==> src/rtl/instruction_fetch_if.sv <==
// Bundle of the PC, instruction-memory and decode-side handshakes of the fetch stage.
// master is the fetch unit's view; slave is the surrounding pipeline/memory view.
interface instruction_fetch_if;
  logic [31:0] pc_in;
  logic        pc_valid;
  logic        pc_ready;
  logic        flush;
  logic        imem_req;
  logic [31:0] imem_addr;
  logic        imem_gnt;
  logic        imem_rvalid;
  logic [31:0] imem_rdata;
  logic        inst_valid;
  logic        inst_ready;
  logic [31:0] inst_out;
  logic [31:0] inst_pc;
  logic        inst_fault;

  modport master (
    input  pc_in, pc_valid, flush, imem_gnt, imem_rvalid, imem_rdata, inst_ready,
    output pc_ready, imem_req, imem_addr, inst_valid, inst_out, inst_pc, inst_fault
  );

  modport slave (
    output pc_in, pc_valid, flush, imem_gnt, imem_rvalid, imem_rdata, inst_ready,
    input  pc_ready, imem_req, imem_addr, inst_valid, inst_out, inst_pc, inst_fault
  );
endinterface

==> src/rtl/instruction_fetch.sv <==
// Fetch stage: turns accepted PCs into req/gnt memory reads and queues {word, pc, fault}
// in a small registered FIFO for decode; misaligned PCs become NOP fault entries.
module instruction_fetch #(
  parameter int          DEPTH = 2,
  parameter logic [31:0] NOP   = 32'h00000013
) (
  input logic               clk,
  input logic               rst_n,
  instruction_fetch_if.master bus
);
  localparam int PW = (DEPTH > 1) ? $clog2(DEPTH) : 1;
  localparam int CW = PW + 1;
  localparam logic [CW-1:0] DEPTH_C = CW'(DEPTH);

  typedef enum logic [1:0] {
    IDLE = 2'd0,
    REQ  = 2'd1,
    WAIT = 2'd2
  } state_t;

  state_t      state_r, state_s;
  logic [31:0] addr_r, addr_s;
  logic        kill_r, kill_s;

  logic [31:0] word_mem_r  [DEPTH];
  logic [31:0] pc_mem_r    [DEPTH];
  logic        fault_mem_r [DEPTH];
  logic [PW-1:0] wptr_r, rptr_r;
  logic [CW-1:0] count_r;

  logic        pc_ready_s, accept_s, aligned_s;
  logic        push_s, pop_s;
  logic [31:0] push_word_s, push_pc_s;
  logic        push_fault_s;

  // Accept qualification; held low during reset and while a flush is pending
  always_comb begin
    pc_ready_s = rst_n && (state_r == IDLE) && (count_r < DEPTH_C) && !bus.flush;
    accept_s   = bus.pc_valid && pc_ready_s;
    aligned_s  = (bus.pc_in[1:0] == 2'b00);
  end

  // FSM state, latched request address and kill flag
  always_ff @(posedge clk or negedge rst_n) begin
    if (!rst_n) begin
      state_r <= IDLE;
      addr_r  <= 32'h0000_0000;
      kill_r  <= 1'b0;
    end else begin
      state_r <= state_s;
      addr_r  <= addr_s;
      kill_r  <= kill_s;
    end
  end

  // Next-state logic; a flush never withdraws a request, it only marks the response dead
  always_comb begin
    state_s = state_r;
    addr_s  = addr_r;
    kill_s  = kill_r;
    case (state_r)
      IDLE: begin
        kill_s = 1'b0;
        if (accept_s && aligned_s) begin
          state_s = REQ;
          addr_s  = bus.pc_in;
        end else begin
          state_s = IDLE;
        end
      end
      REQ: begin
        if (bus.flush) begin
          kill_s = 1'b1;
        end else begin
          kill_s = kill_r;
        end
        if (bus.imem_gnt) begin
          state_s = WAIT;
        end else begin
          state_s = REQ;
        end
      end
      WAIT: begin
        if (bus.flush) begin
          kill_s = 1'b1;
        end else begin
          kill_s = kill_r;
        end
        if (bus.imem_rvalid) begin
          state_s = IDLE;
          kill_s  = 1'b0;
        end else begin
          state_s = WAIT;
        end
      end
      default: begin
        state_s = IDLE;
        kill_s  = 1'b0;
      end
    endcase
  end

  // FIFO push source select: misaligned fault entry or live memory response
  always_comb begin
    push_s       = 1'b0;
    push_word_s  = NOP;
    push_pc_s    = 32'h0000_0000;
    push_fault_s = 1'b0;
    if (accept_s && !aligned_s) begin
      push_s       = 1'b1;
      push_word_s  = NOP;
      push_pc_s    = bus.pc_in;
      push_fault_s = 1'b1;
    end else if ((state_r == WAIT) && bus.imem_rvalid && !kill_r) begin
      push_s       = 1'b1;
      push_word_s  = bus.imem_rdata;
      push_pc_s    = addr_r;
      push_fault_s = 1'b0;
    end else begin
      push_s = 1'b0;
    end
    pop_s = (count_r != {CW{1'b0}}) && bus.inst_ready;
  end

  // FIFO storage and pointers; flush empties the queue and drops a same-cycle push
  always_ff @(posedge clk or negedge rst_n) begin
    if (!rst_n) begin
      for (int i = 0; i < DEPTH; i++) begin
        word_mem_r[i]  <= NOP;
        pc_mem_r[i]    <= 32'h0000_0000;
        fault_mem_r[i] <= 1'b0;
      end
      wptr_r  <= {PW{1'b0}};
      rptr_r  <= {PW{1'b0}};
      count_r <= {CW{1'b0}};
    end else if (bus.flush) begin
      wptr_r  <= {PW{1'b0}};
      rptr_r  <= {PW{1'b0}};
      count_r <= {CW{1'b0}};
    end else begin
      if (push_s) begin
        word_mem_r[wptr_r]  <= push_word_s;
        pc_mem_r[wptr_r]    <= push_pc_s;
        fault_mem_r[wptr_r] <= push_fault_s;
        wptr_r              <= wptr_r + {{(PW-1){1'b0}}, 1'b1};
      end else begin
        wptr_r <= wptr_r;
      end
      if (pop_s) begin
        rptr_r <= rptr_r + {{(PW-1){1'b0}}, 1'b1};
      end else begin
        rptr_r <= rptr_r;
      end
      if (push_s && !pop_s) begin
        count_r <= count_r + {{(CW-1){1'b0}}, 1'b1};
      end else if (pop_s && !push_s) begin
        count_r <= count_r - {{(CW-1){1'b0}}, 1'b1};
      end else begin
        count_r <= count_r;
      end
    end
  end

  assign bus.pc_ready   = pc_ready_s;
  assign bus.imem_req   = (state_r == REQ);
  assign bus.imem_addr  = addr_r;
  assign bus.inst_valid = (count_r != {CW{1'b0}});
  assign bus.inst_out   = word_mem_r[rptr_r];
  assign bus.inst_pc    = pc_mem_r[rptr_r];
  assign bus.inst_fault = fault_mem_r[rptr_r];
endmodule

==> src/flat_wrapper.sv <==
// flat-port wrapper written by rule: the top's interface ports become plain ports
module instruction_fetch_flat 
#(
  parameter int          DEPTH = 2,
  parameter logic [31:0] NOP   = 32'h00000013
)
  (clk, rst_n, bus_pc_in, bus_pc_valid, bus_flush, bus_imem_gnt, bus_imem_rvalid, bus_imem_rdata, bus_inst_ready, bus_pc_ready, bus_imem_req, bus_imem_addr, bus_inst_valid, bus_inst_out, bus_inst_pc, bus_inst_fault);
  instruction_fetch_if bus_i ();
  input logic clk;
  input logic rst_n;
  input wire logic [$bits(bus_i.pc_in)-1:0] bus_pc_in;
  input wire logic [$bits(bus_i.pc_valid)-1:0] bus_pc_valid;
  input wire logic [$bits(bus_i.flush)-1:0] bus_flush;
  input wire logic [$bits(bus_i.imem_gnt)-1:0] bus_imem_gnt;
  input wire logic [$bits(bus_i.imem_rvalid)-1:0] bus_imem_rvalid;
  input wire logic [$bits(bus_i.imem_rdata)-1:0] bus_imem_rdata;
  input wire logic [$bits(bus_i.inst_ready)-1:0] bus_inst_ready;
  output wire logic [$bits(bus_i.pc_ready)-1:0] bus_pc_ready;
  output wire logic [$bits(bus_i.imem_req)-1:0] bus_imem_req;
  output wire logic [$bits(bus_i.imem_addr)-1:0] bus_imem_addr;
  output wire logic [$bits(bus_i.inst_valid)-1:0] bus_inst_valid;
  output wire logic [$bits(bus_i.inst_out)-1:0] bus_inst_out;
  output wire logic [$bits(bus_i.inst_pc)-1:0] bus_inst_pc;
  output wire logic [$bits(bus_i.inst_fault)-1:0] bus_inst_fault;
  assign bus_i.pc_in = bus_pc_in;
  assign bus_i.pc_valid = bus_pc_valid;
  assign bus_i.flush = bus_flush;
  assign bus_i.imem_gnt = bus_imem_gnt;
  assign bus_i.imem_rvalid = bus_imem_rvalid;
  assign bus_i.imem_rdata = bus_imem_rdata;
  assign bus_i.inst_ready = bus_inst_ready;
  assign bus_pc_ready = bus_i.pc_ready;
  assign bus_imem_req = bus_i.imem_req;
  assign bus_imem_addr = bus_i.imem_addr;
  assign bus_inst_valid = bus_i.inst_valid;
  assign bus_inst_out = bus_i.inst_out;
  assign bus_inst_pc = bus_i.inst_pc;
  assign bus_inst_fault = bus_i.inst_fault;
  instruction_fetch #(.DEPTH(DEPTH), .NOP(NOP)) u_core (.clk(clk), .rst_n(rst_n), .bus(bus_i));
endmodule
==> config.mk <==
export PLATFORM = sky130hd
export DESIGN_NAME = instruction_fetch_flat
export DESIGN_NICKNAME = d
export VERILOG_FILES = /design/src/rtl/instruction_fetch_if.sv /design/src/rtl/instruction_fetch.sv /design/src/flat_wrapper.sv
export SDC_FILE = /design/constraint.sdc
export NUM_CORES = 1
export LEC_CHECK = 0
export CAP_MARGIN = 20
export CORE_MARGIN = 3
export CORE_UTILIZATION = 40
export CTS_BUF_LIST = sky130_fd_sc_hd__clkbuf_2
export DETAILED_ROUTE_END_ITERATION = 10
export GPL_ROUTABILITY_DRIVEN = 1
export HOLD_SLACK_MARGIN = 0.03
export PLACE_DENSITY = 0.66
export SETUP_SLACK_MARGIN = 0.1
export SLEW_MARGIN = 15
export SYNTH_ARGS = -nofsm -noshare
export SYNTH_HDL_FRONTEND = slang
export SYNTH_SLANG_ARGS = --single-unit
==> constraint.sdc <==
create_clock -name clk -period 4.8 [get_ports clk]
set_clock_uncertainty 0.15 [all_clocks]
set_input_delay 0.48 -clock clk [delete_from_list [all_inputs] [get_ports clk]]
set_output_delay 0.48 -clock clk [all_outputs]
set_load 0.01 [all_outputs]
# ---- Word level (Yosys, flattened, before mapping)
# Cells that the tools add are included.
dict set report classes {
  addsub 4
  bitwise_logic 3
  reduce_logical 25
  n_eq_ne 2
  muxes 37
  magnitude_cmp 4
}
# op n
set op_table {}
lappend op_table {{32-bit two-way mux} 11}
lappend op_table {{64-bit bitwise mux} 2}
lappend op_table {{32-bit demux with 1-bit select} 1}
lappend op_table {{1-bit two-way mux} 14}
lappend op_table {{1-bit logical AND} 12}
lappend op_table {{2-bit two-way mux} 5}
lappend op_table {{2-bit case mux with 3 select lines} 1}
lappend op_table {{2-bit nonzero test} 3}
lappend op_table {{1-bit zero test} 5}
lappend op_table {{2-bit greater-or-equal comparator, second input constant} 2}
lappend op_table {{2-bit zero test} 2}
lappend op_table {{1-bit inverter with 2-bit output} 2}
lappend op_table {{2-bit AND reduction} 2}
lappend op_table {{3-bit nonzero test} 1}
lappend op_table {{1-bit adder, second input constant} 2}
lappend op_table {{2-bit by 1-bit adder with 2-bit output, second input constant} 1}
lappend op_table {{2-bit bitwise mux} 1}
lappend op_table {{2-bit by 1-bit == test with 1-bit output, second input constant} 1}
lappend op_table {{2-bit == test, second input constant} 1}
lappend op_table {{2-bit by 1-bit less-than comparator with 1-bit output, second input constant} 1}
lappend op_table {{2-bit less-than comparator, second input constant} 1}
lappend op_table {{1-bit case mux with 2 select lines} 1}
lappend op_table {{2-bit by 1-bit subtractor with 2-bit output, second input constant} 1}
lappend op_table {{1-bit demux with 1-bit select} 1}
lappend op_table {{1-bit inverter} 1}
dict set report totals {
  inputBits 71
  output_inout_bits 100
  word_cells 87
  regBits 169
}

# ---- Longest topological paths before layout
# Gate-level depths: netlist of run 1.
dict set report logic_depth {
  word_depth 12
  mapped_depth 10
  depth_no_buf 6
}

# ---- Worst setup path after synthesis of run 1
# OpenSTA, ideal clock, no wires.
dict set report synth_timing {
  path_kind {register to output}
  from {reg u_core.rptr_r}
  to {out bus_inst_out[12]}
  t_arrival_ps 1426
  stages_incl_launch_ff 5
  slack_ps 2744
  required_ps 4170
  path_buffers 3
  cell_sequence {dfrtp_1 > clkbuf_1 > clkbuf_1 > buf_2 > mux2_2}
}
dict set report synth_via {
  elab_chain_cells 4
}
# element line
set synth_lines {}
lappend synth_lines {{from (decl)} instruction_fetch.sv:28} ;# logic [PW-1:0] wptr_r, rptr_r;
lappend synth_lines {{from (signal assigned)} instruction_fetch.sv:134} ;# rptr_r <= {PW{1'b0}};
lappend synth_lines {{from (signal assigned)} instruction_fetch.sv:138} ;# rptr_r <= {PW{1'b0}};
lappend synth_lines {{from (signal assigned)} instruction_fetch.sv:150} ;# rptr_r <= rptr_r + {{(PW-1){1'b0}}, 1'b1};
lappend synth_lines {{1-bit inverter with 2-bit output (implied by the code)} instruction_fetch.sv:168} ;# assign bus.inst_out = word_mem_r[rptr_r];
lappend synth_lines {{32-bit two-way mux (implied by the code) (3 in a row)} instruction_fetch.sv:168}
lappend synth_lines {{to (decl)} flat_wrapper.sv:22} ;# output wire logic [$bits(bus_i.inst_out)-1:0] bus_inst_out;
# No other way between the ends. The select of a mux whose other input is x is not followed.

# ---- Worst setup path after layout of run 1
dict set report layout_timing {
  from {in rst_n}
  to {out bus_pc_ready}
}
dict set report layout_via {
  elab_chain_cells 3
}
# element line
set layout_lines {}
lappend layout_lines {{from (decl)} flat_wrapper.sv:10} ;# input logic rst_n;
lappend layout_lines {{1-bit logical AND (3 in a row)} instruction_fetch.sv:38} ;# pc_ready_s = rst_n && (state_r == IDLE) && (count_r < DEPTH_C) && !bus.flush;
lappend layout_lines {{to (decl)} flat_wrapper.sv:18} ;# output wire logic [$bits(bus_i.pc_ready)-1:0] bus_pc_ready;
# No other way between the ends.

==> reports/metrics.csv, run 1 <==
stage,metric,value,unit
floorplan,Chip Width,145,um
global_route,most heavily used metal layer in global routing,met2,
setup_path,classification of the worst setup path,primary input to primary output,
floorplan,Chip Height,145,um
clock_network,Bufs on Longest Clock Path,2,
detailed_routing,number of nets still failing antenna checks after routing,0,
setup_path,type of destination of the critical path,primary output,
place,gpl congestion,0.7837,
synthesis,number of standard cells after synthesis,694,
setup_path,CP max FO,9,
detailed_routing,via count normalized by instance count,5.488,
min_path,class of the tightest hold or removal check,primary input to register,
synthesis,share of the yosys chip area belonging to registers,0.5482,
clock_network,Clock Sink Count,169,
setup_path,kind of launch point of the worst setup path,primary input,
floorplan,Core Area,18830,um2
synthesis,unique cell type count in the Yosys netlist,40,
cells_and_area,synthesis-to-finish area growth,30.05,%
power,worst ir drop on vdd,0.0001337,V
cells_and_area,"leading cell type in the layout, fill and taps excluded",sky130_fd_sc_hd__clkdlybuf4s50_1,
setup_path,number of buffer and inverter instances along the worst setup path,4,
power,cell leakage power,4.228,nW
min_path,beginning of the worst hold path,bus_imem_rdata[14],
place,half-perimeter wire length after detailed placement,13690,um
detailed_routing,Routed WL,21870,um
detailed_routing,number of detailed-routing iterations run before antenna repair,5,
setup_path,CP startpoint,rst_n,
global_route,first-pass GRT wire length,35300,um
timing,slew of the pin with the lowest slew margin,0.9790,ns
power,Pwr Total,3.546,mW
detailed_routing,Vias,6185,
global_route,antenna violations before repair,1,
timing,unrepaired setup endpoints after global routing,no,
global_route,via count of the first global-routing pass,6659,
cells_and_area,most frequent cells in the layout,"sky130_fd_sc_hd__clkdlybuf4s50_1, sky130_fd_sc_hd__dfrtp_1, sky130_fd_sc_hd__nand2_1",
synthesis,net count after synthesis,769,
setup_path,worst path required time,4.17,ns
power,power density cells,352.8,nW/um2
timing,setup_tns,0,ns
global_route,global routing usage on met1,0.2645,
synthesis,#FFs+latches synth,169,
detailed_routing,DR DRC count,0,
global_route,met3 usage in global routing,0.05372,
setup_path,cell with the largest stage delay on the worst path,sky130_fd_sc_hd__clkdlybuf4s50_1,
global_route,GRT overflow,0,
synthesis,average footprint of a synthesized cell,11.14,um2
detailed_routing,wire length per cell,19.40,um
global_route,pin count of the biggest net entering global routing,97,
setup_path,crit-path max cell delay,0.66,ns
floorplan,num ports,171,
clock_network,clock latency reported for the late side of the worst-skew pair,0.75,ns
timing,highest clock rate,276.6,MHz
clock_network,CTS tree,done,
floorplan,starting utilization of the core area,0.4104,
place,number of cells after detailed placement,1078,
timing,post-route minimum period,3.616,ns
setup_path,ordered cell list for the critical path,dlygate4sd3_1 -> dlygate4sd3_1 -> buf_6 -> nor4bb_4 -> clkdlybuf4s50_1,
timing,number of endpoints with negative hold slack in the final report,0,
synthesis,top-area cell type share of the netlist area,0.5278,
detailed_routing,number of violations reported at the end of detailed-routing iteration 0,474,
timing,Final period util,0.7533,
synthesis,post-synth design cell area,7729,um2
flow_run,max_cap viols,0,
synthesis,library cell with the largest summed area after synthesis,sky130_fd_sc_hd__dfrtp_1,
setup_path,crit-path most repeated cell,sky130_fd_sc_hd__dlygate4sd3_1,
run_status,run status,finished clean,
clock_network,clock edge transition at the registers on the reported setup and hold paths,0.31,ns
synthesis,number of warnings issued by yosys,0,
synthesis,cells taking the most area after synthesis,"sky130_fd_sc_hd__dfrtp_1, sky130_fd_sc_hd__mux2_2, sky130_fd_sc_hd__o221a_2, sky130_fd_sc_hd__mux2_1, sky130_fd_sc_hd__o21ai_1",
clock_network,Clock Tree Root,sky130_fd_sc_hd__clkbuf_2,
timing,number of failing setup endpoints in the final timing report,0,
clock_network,Post-CTS Setup Inserts,0,
floorplan,Cell Rows,50,
timing,relative slew slack,0.3466,
clock_network,H-tree lvl count,4,
cells_and_area,net count reported at finish,928,
floorplan,full die area,21030,um2
global_route,overall routing resource usage,0.2061,
cells_and_area,Final Instance Count excl. Fillers,1127,
place,count of input and output buffers,170,
clock_network,CTS Buf Count,17,
cells_and_area,fraction of layout instances using a drive strength above 1,0.1594,
timing,max-slew violation total from the final report,0,
global_route,fraction of met2 tracks used by global routing,0.3427,
setup_path,worst path arrival time,2.99,ns
setup_path,"delay-heaviest family, CP",buffers and inverters,
setup_path,source of the worst register-to-register timing path,u_core.state_r[0],
-- where the power goes --
part	switching, mW	total, mW	internal, mW
logic	0.424	0.968	0.543
clock network	0.572	0.743	0.170
registers	0.154	1.84	1.68
total	1.15	3.55	2.40
-- flip-flops by register name, indices dropped and copies added, names as in the netlist --
signal                cells
u_core.fault_mem_r        2
u_core.kill_r             1
u_core.pc_mem_r          64
u_core.rptr_r             1
u_core.wptr_r             1
u_core.bus.imem_addr     32
u_core.state_r            2
u_core.count_r            2
u_core.word_mem_r        64
-- timing repair --
| action | CTS | global route |
|---|---|---|
| hold buffers | 14 | 1 |
| endpoints found under the hold margin | 61 | 1 |
| gates resized for setup | 0 | 0 |
-- path summary, 6_finish.rpt --
kind | endpoint | slack (ns) | cells after the start
setup / recovery | bus_pc_ready | 1.18 | 5
setup reg to reg | u_core.bus.imem_addr[13] | 1.81 | 5
hold / removal | u_core.word_mem_r[46] | 0.11 | 3
hold reg to reg | u_core.word_mem_r[32] | 0.36 | 2
min in group asynchronous | u_core.word_mem_r[45] | 0.61 | 4
max in group asynchronous | u_core.pc_mem_r[15] | 2.91 | 4
-- cells by family after synthesis --
group / synth area share
AOI/OAI and AO/OA: 0.2061
DFF: 0.5482
and+or+nand+nor: 0.08273
buffers and inverters: 0.05261
muxes: 0.1005
adders and majority gates: 0.006476
xor gates and xnor gates: 0.003400
-- cell type report --
cell class,count,area (um2)
sequential,169,4240
clock inverter,15,147.6
clock buffer,17,85.08
timing repair buffer,199,2028
inverter,32,120.1
tap,260,325.3
multi-input combinational,434,3102
antenna,1,2.502
fill,1634,8780
-- cell usage after synthesis, drive strengths merged --
master	instances
a22o	29
inv	32
o32ai	30
nor2b	4
o22a	3
xor2	2
and3	1
and3b	1
nand3	5
ha	4
clkbuf	28
a31o	1
a21oi	35
dfstp	6
nand2b	5
xnor2	1
dfrtp	163
and2	2
or2	32
nand2	64
a211oi	1
o21a	1
buf	31
o221a	31
nor4bb	1
mux2	69
o21ai	98
nand3b	1
nor2	12
a21o	1
-- layer usage --
| metal | wire length [um] | vias to the layer above | share of wire |
|---|---|---|---|
| met1 | 9415 | 3105 | 0.43 |
| li1 | - | 2808 | - |
| met4 | 360 | 0 | 0.016 |
| met3 | 1407 | 29 | 0.064 |
| met2 | 10680 | 243 | 0.49 |
| met5 | 0 | - | 0 |
-- through the flow --
stage / area, um2 / hold WS [ns] / setup slack [ns] / utilization
floorplan: 7729 / 0.03441 / 2.744 / -
global placement: 9573 / 0.2931 / 0.9707 / 0.5084
detailed placement: 9628 / 0.3000 / 1.225 / 0.5113
CTS: 10020 / 0.03169 / 1.129 / 0.5320
global route: 10050 / 0.03906 / 1.096 / 0.5338
finish: 10050 / 0.1108 / 1.184 / 0.5338
-- worst min-delay path, delay by kind of cell --
family	cells	cell delay, ns
simple gates	1	0.07
compound gates	1	0.06
buf+inv	1	0.44
No activity file was read; power rests on OpenSTA's default activity.
==> inputs of run 2 (changes only) <==
Settings changed: PLACE_DENSITY 0.66 to 0.68.
Clock period 4.8 ns to 3.3 ns, I/O delays scaled along.
==> run 2 against run 1 <==
Compared with the run above: clock-buffer cell count is 1 higher; final cell count is 4.5% higher; worst setup slack worse by 0.89 ns; global-route usage is 0.12 points higher; routed wire length is 1.5% lower; sequential power is 45% higher; worst hold slack better by 0.0089 ns; via count is 1.3% higher; critical path depth is 2 lower; first-iteration DRC count is 24% lower; clock power is 57% higher; largest cell class unchanged.
==> reports/metrics.csv, run 2 (synthesized netlist as in run 1, its figures left out) <==
stage,metric,value,unit,change
run_status,run status,finished clean,,
detailed_routing,number of detailed-routing iterations run before antenna repair,5,,unchanged
detailed_routing,Routed WL,21540,um,-1.5%
floorplan,num ports,171,,unchanged
timing,hold slack final,0.1197,ns,+0.008921 ns
setup_path,CP max FO,20,,+11
timing,unrepaired setup endpoints after global routing,no,,
place,count of input and output buffers,170,,unchanged
clock_network,CTS tree,done,,
cells_and_area,synthesis-to-finish area growth,36.33,%,
detailed_routing,number of violations reported at the end of detailed-routing iteration 0,358,,-24%
global_route,first-pass GRT wire length,35450,um,+0.43%
setup_path,crit-path max cell delay,0.68,ns,+0.02 ns
setup_path,source of the worst register-to-register timing path,u_core.state_r[0],,
setup_path,worst path required time,2.82,ns,-1.35 ns
clock_network,H-tree lvl count,4,,unchanged
setup_path,cell with the largest stage delay on the worst path,sky130_fd_sc_hd__dfrtp_4,,
timing,number of failing setup endpoints in the final timing report,0,,unchanged
place,half-perimeter wire length after detailed placement,13100,um,-4.3%
setup_path,CP endpoint,bus_inst_pc[23],,
power,worst ir drop on vdd,0.0002425,V,+81%
min_path,class of the tightest hold or removal check,primary input to register,,
global_route,via count of the first global-routing pass,6540,,-1.8%
timing,post-route minimum period,3.008,ns,
global_route,antenna violations before repair,0,,-1
cells_and_area,Inserted Diodes,0,,-1
floorplan,Chip Width,145,um,unchanged
setup_path,type of destination of the critical path,primary output,,
floorplan,Cell Rows,50,,unchanged
clock_network,Bufs on Longest Clock Path,2,,unchanged
floorplan,starting utilization of the core area,0.4104,,unchanged
clock_network,Clock Tree Root,sky130_fd_sc_hd__clkbuf_2,,
timing,number of endpoints with negative hold slack in the final report,0,,unchanged
setup_path,worst path arrival time,2.53,ns,-0.46 ns
power,power density cells,502.1,nW/um2,+42%
clock_network,CTS Buf Count,17,,unchanged
cells_and_area,Final Instance Count excl. Fillers,1178,,+4.5%
timing,relative slew slack,0.3669,,+0.02029
power,cell leakage power,4.433,nW,+4.9%
flow_run,max_cap viols,0,,unchanged
cells_and_area,most frequent cells in the layout,"sky130_fd_sc_hd__clkdlybuf4s50_1, sky130_fd_sc_hd__dfrtp_1, sky130_fd_sc_hd__nand2_1",,
setup_path,ordered cell list for the critical path,buf_4 -> o21ai_0 -> clkdlybuf4s50_1,,
global_route,overall routing resource usage,0.2073,,+0.001191
floorplan,Core Area,18830,um2,unchanged
power,switching share of power,0.3009,,-0.02351
power,fraction of power consumed by sequential logic,0.505,,-0.013
setup_path,classification of the worst setup path,register to primary output,,
global_route,GRT overflow,0,,unchanged
clock_network,clock edge transition at the registers on the reported setup and hold paths,0.25,ns,-0.06 ns
power,Gate power share,0.273,,about the same
cells_and_area,fraction of layout instances using a drive strength above 1,0.1590,,-0.0003120
clock_network,Clock Sink Count,169,,unchanged
setup_path,kind of launch point of the worst setup path,register,,
cells_and_area,FF+latch area,4240,um2,unchanged
setup_path,number of cells on the worst reg-to-reg path,8,,+3
floorplan,full die area,21030,um2,unchanged
detailed_routing,Vias,6264,,+1.3%
detailed_routing,DR DRC count,0,,unchanged
cells_and_area,Filler Cells Inserted,1655,,+1.3%
global_route,pin count of the biggest net entering global routing,76,,-22%
place,number of cells after detailed placement,1085,,+0.65%
cells_and_area,Util after Layout,0.5595,,+0.02578
timing,max-slew violation total from the final report,0,,unchanged
cells_and_area,"leading cell type in the layout, fill and taps excluded",sky130_fd_sc_hd__clkdlybuf4s50_1,,
power,cell internal power dissipation,3.699,mW,+54%
setup_path,slack of the worst reg-to-reg path,0.97,ns,-0.84 ns
power,fraction of power consumed by the clock network,0.222,,+0.013
place,gpl congestion,0.7739,,-1.3%
cells_and_area,area of the multi-input gates,3102,um2,unchanged
clock_network,clock latency reported for the late side of the worst-skew pair,0.72,ns,-0.03 ns
timing,setup_tns,0,ns,unchanged
floorplan,Chip Height,145,um,unchanged
setup_path,CP startpoint,u_core.rptr_r,,
power,net switching power figure,1.592,mW,+38%
cells_and_area,net count reported at finish,980,,+5.6%
detailed_routing,number of nets still failing antenna checks after routing,0,,unchanged
timing,highest clock rate,332.4,MHz,
timing,Final period util,0.9116,,
timing,slew of the pin with the lowest slew margin,0.9497,ns,-0.02932 ns
setup_path,endpoint of the most critical register-to-register path,u_core.pc_mem_r[32],,
detailed_routing,via count normalized by instance count,5.317,,-3.1%
detailed_routing,wire length per cell,18.28,um,-5.8%
## run 2: cell types whose count changed in the layout (fill, tap and decap cells not counted), sizes merged
| cell | change |
|---|---|
| dlygate4sd3 | +43 |
| buf | +9 |
| inv | -9 |
| bufinv | +3 |
| clkinvlp | +3 |
| clkinv | +2 |
| clkbuf | +1 |
| diode | -1 |
## run 2: timing repair
| item | CTS | global route |
|---|---|---|
| resized for setup | 0 | 0 |
| hold endpoints to repair | 255 | 1 |
| buffers inserted | 3 | 0 |
| hold buffers | 57 | 1 |
| endpoints found under the setup margin | 55 | 0 |
## run 2: power groups by stage
stage	clock network [mW]	logic, mW	registers, mW
global placement	0	1.36	2.70
floorplan	0	0.592	2.68
CTS	1.22	1.46	2.67
global route	1.30	1.56	2.72
detailed placement	0	1.39	2.72
finish	1.17	1.44	2.67
## run 2: area by class of cell
| type | count | share of cell area |
|---|---|---|
| inverters | 32 | 0.01140 |
| clock buffers | 18 | 0.008550 |
| multi-input cells | 434 | 0.2944 |
| flip-flops and latches | 169 | 0.4024 |
| repair buffers | 251 | 0.2360 |
| well taps | 260 | 0.03088 |
| clock inverters | 14 | 0.01639 |
## run 2: worst min-delay path by stage
stage,start,endpoint,slack (ns),cells past startpoint
after floorplan,rst_n,u_core.bus.imem_addr[0],-0.12,0
after global placement,rst_n,u_core.word_mem_r[17],0.11,1
after detailed placement,rst_n,u_core.word_mem_r[17],0.11,1
after CTS,bus_pc_in[7],u_core.pc_mem_r[39],0.03,3
after global routing,bus_pc_in[3],u_core.pc_mem_r[35],0.05,3
final,bus_pc_in[4],u_core.pc_mem_r[36],0.12,3
## run 2: critical path, delay by kind of cell (launching register included)
kind            cells  cell delay, ns
compound gates      1            0.27
flops               1            0.68
buf+inv             2            0.85
## run 2: per-layer routing
metal	GRT usage	up-vias	wire (um)
met5	0	-	0
met4	0.05131	0	236
met3	0.04403	15	1027
met2	0.3469	186	10400
met1	0.2772	3145	9877
li1	-	2918	-
## run 2: stage by stage
stage	setup slack [ns]	area (um2)	total power [mW]
2_1_floorplan	1.334	7729	3.273
3_3_place_gp	0.6440	9641	4.065
3_5_place_dp	0.5927	9641	4.106
4_1_cts	0.1804	10530	5.353
5_1_grt	0.1332	10540	5.587
6_report	0.2916	10540	5.291
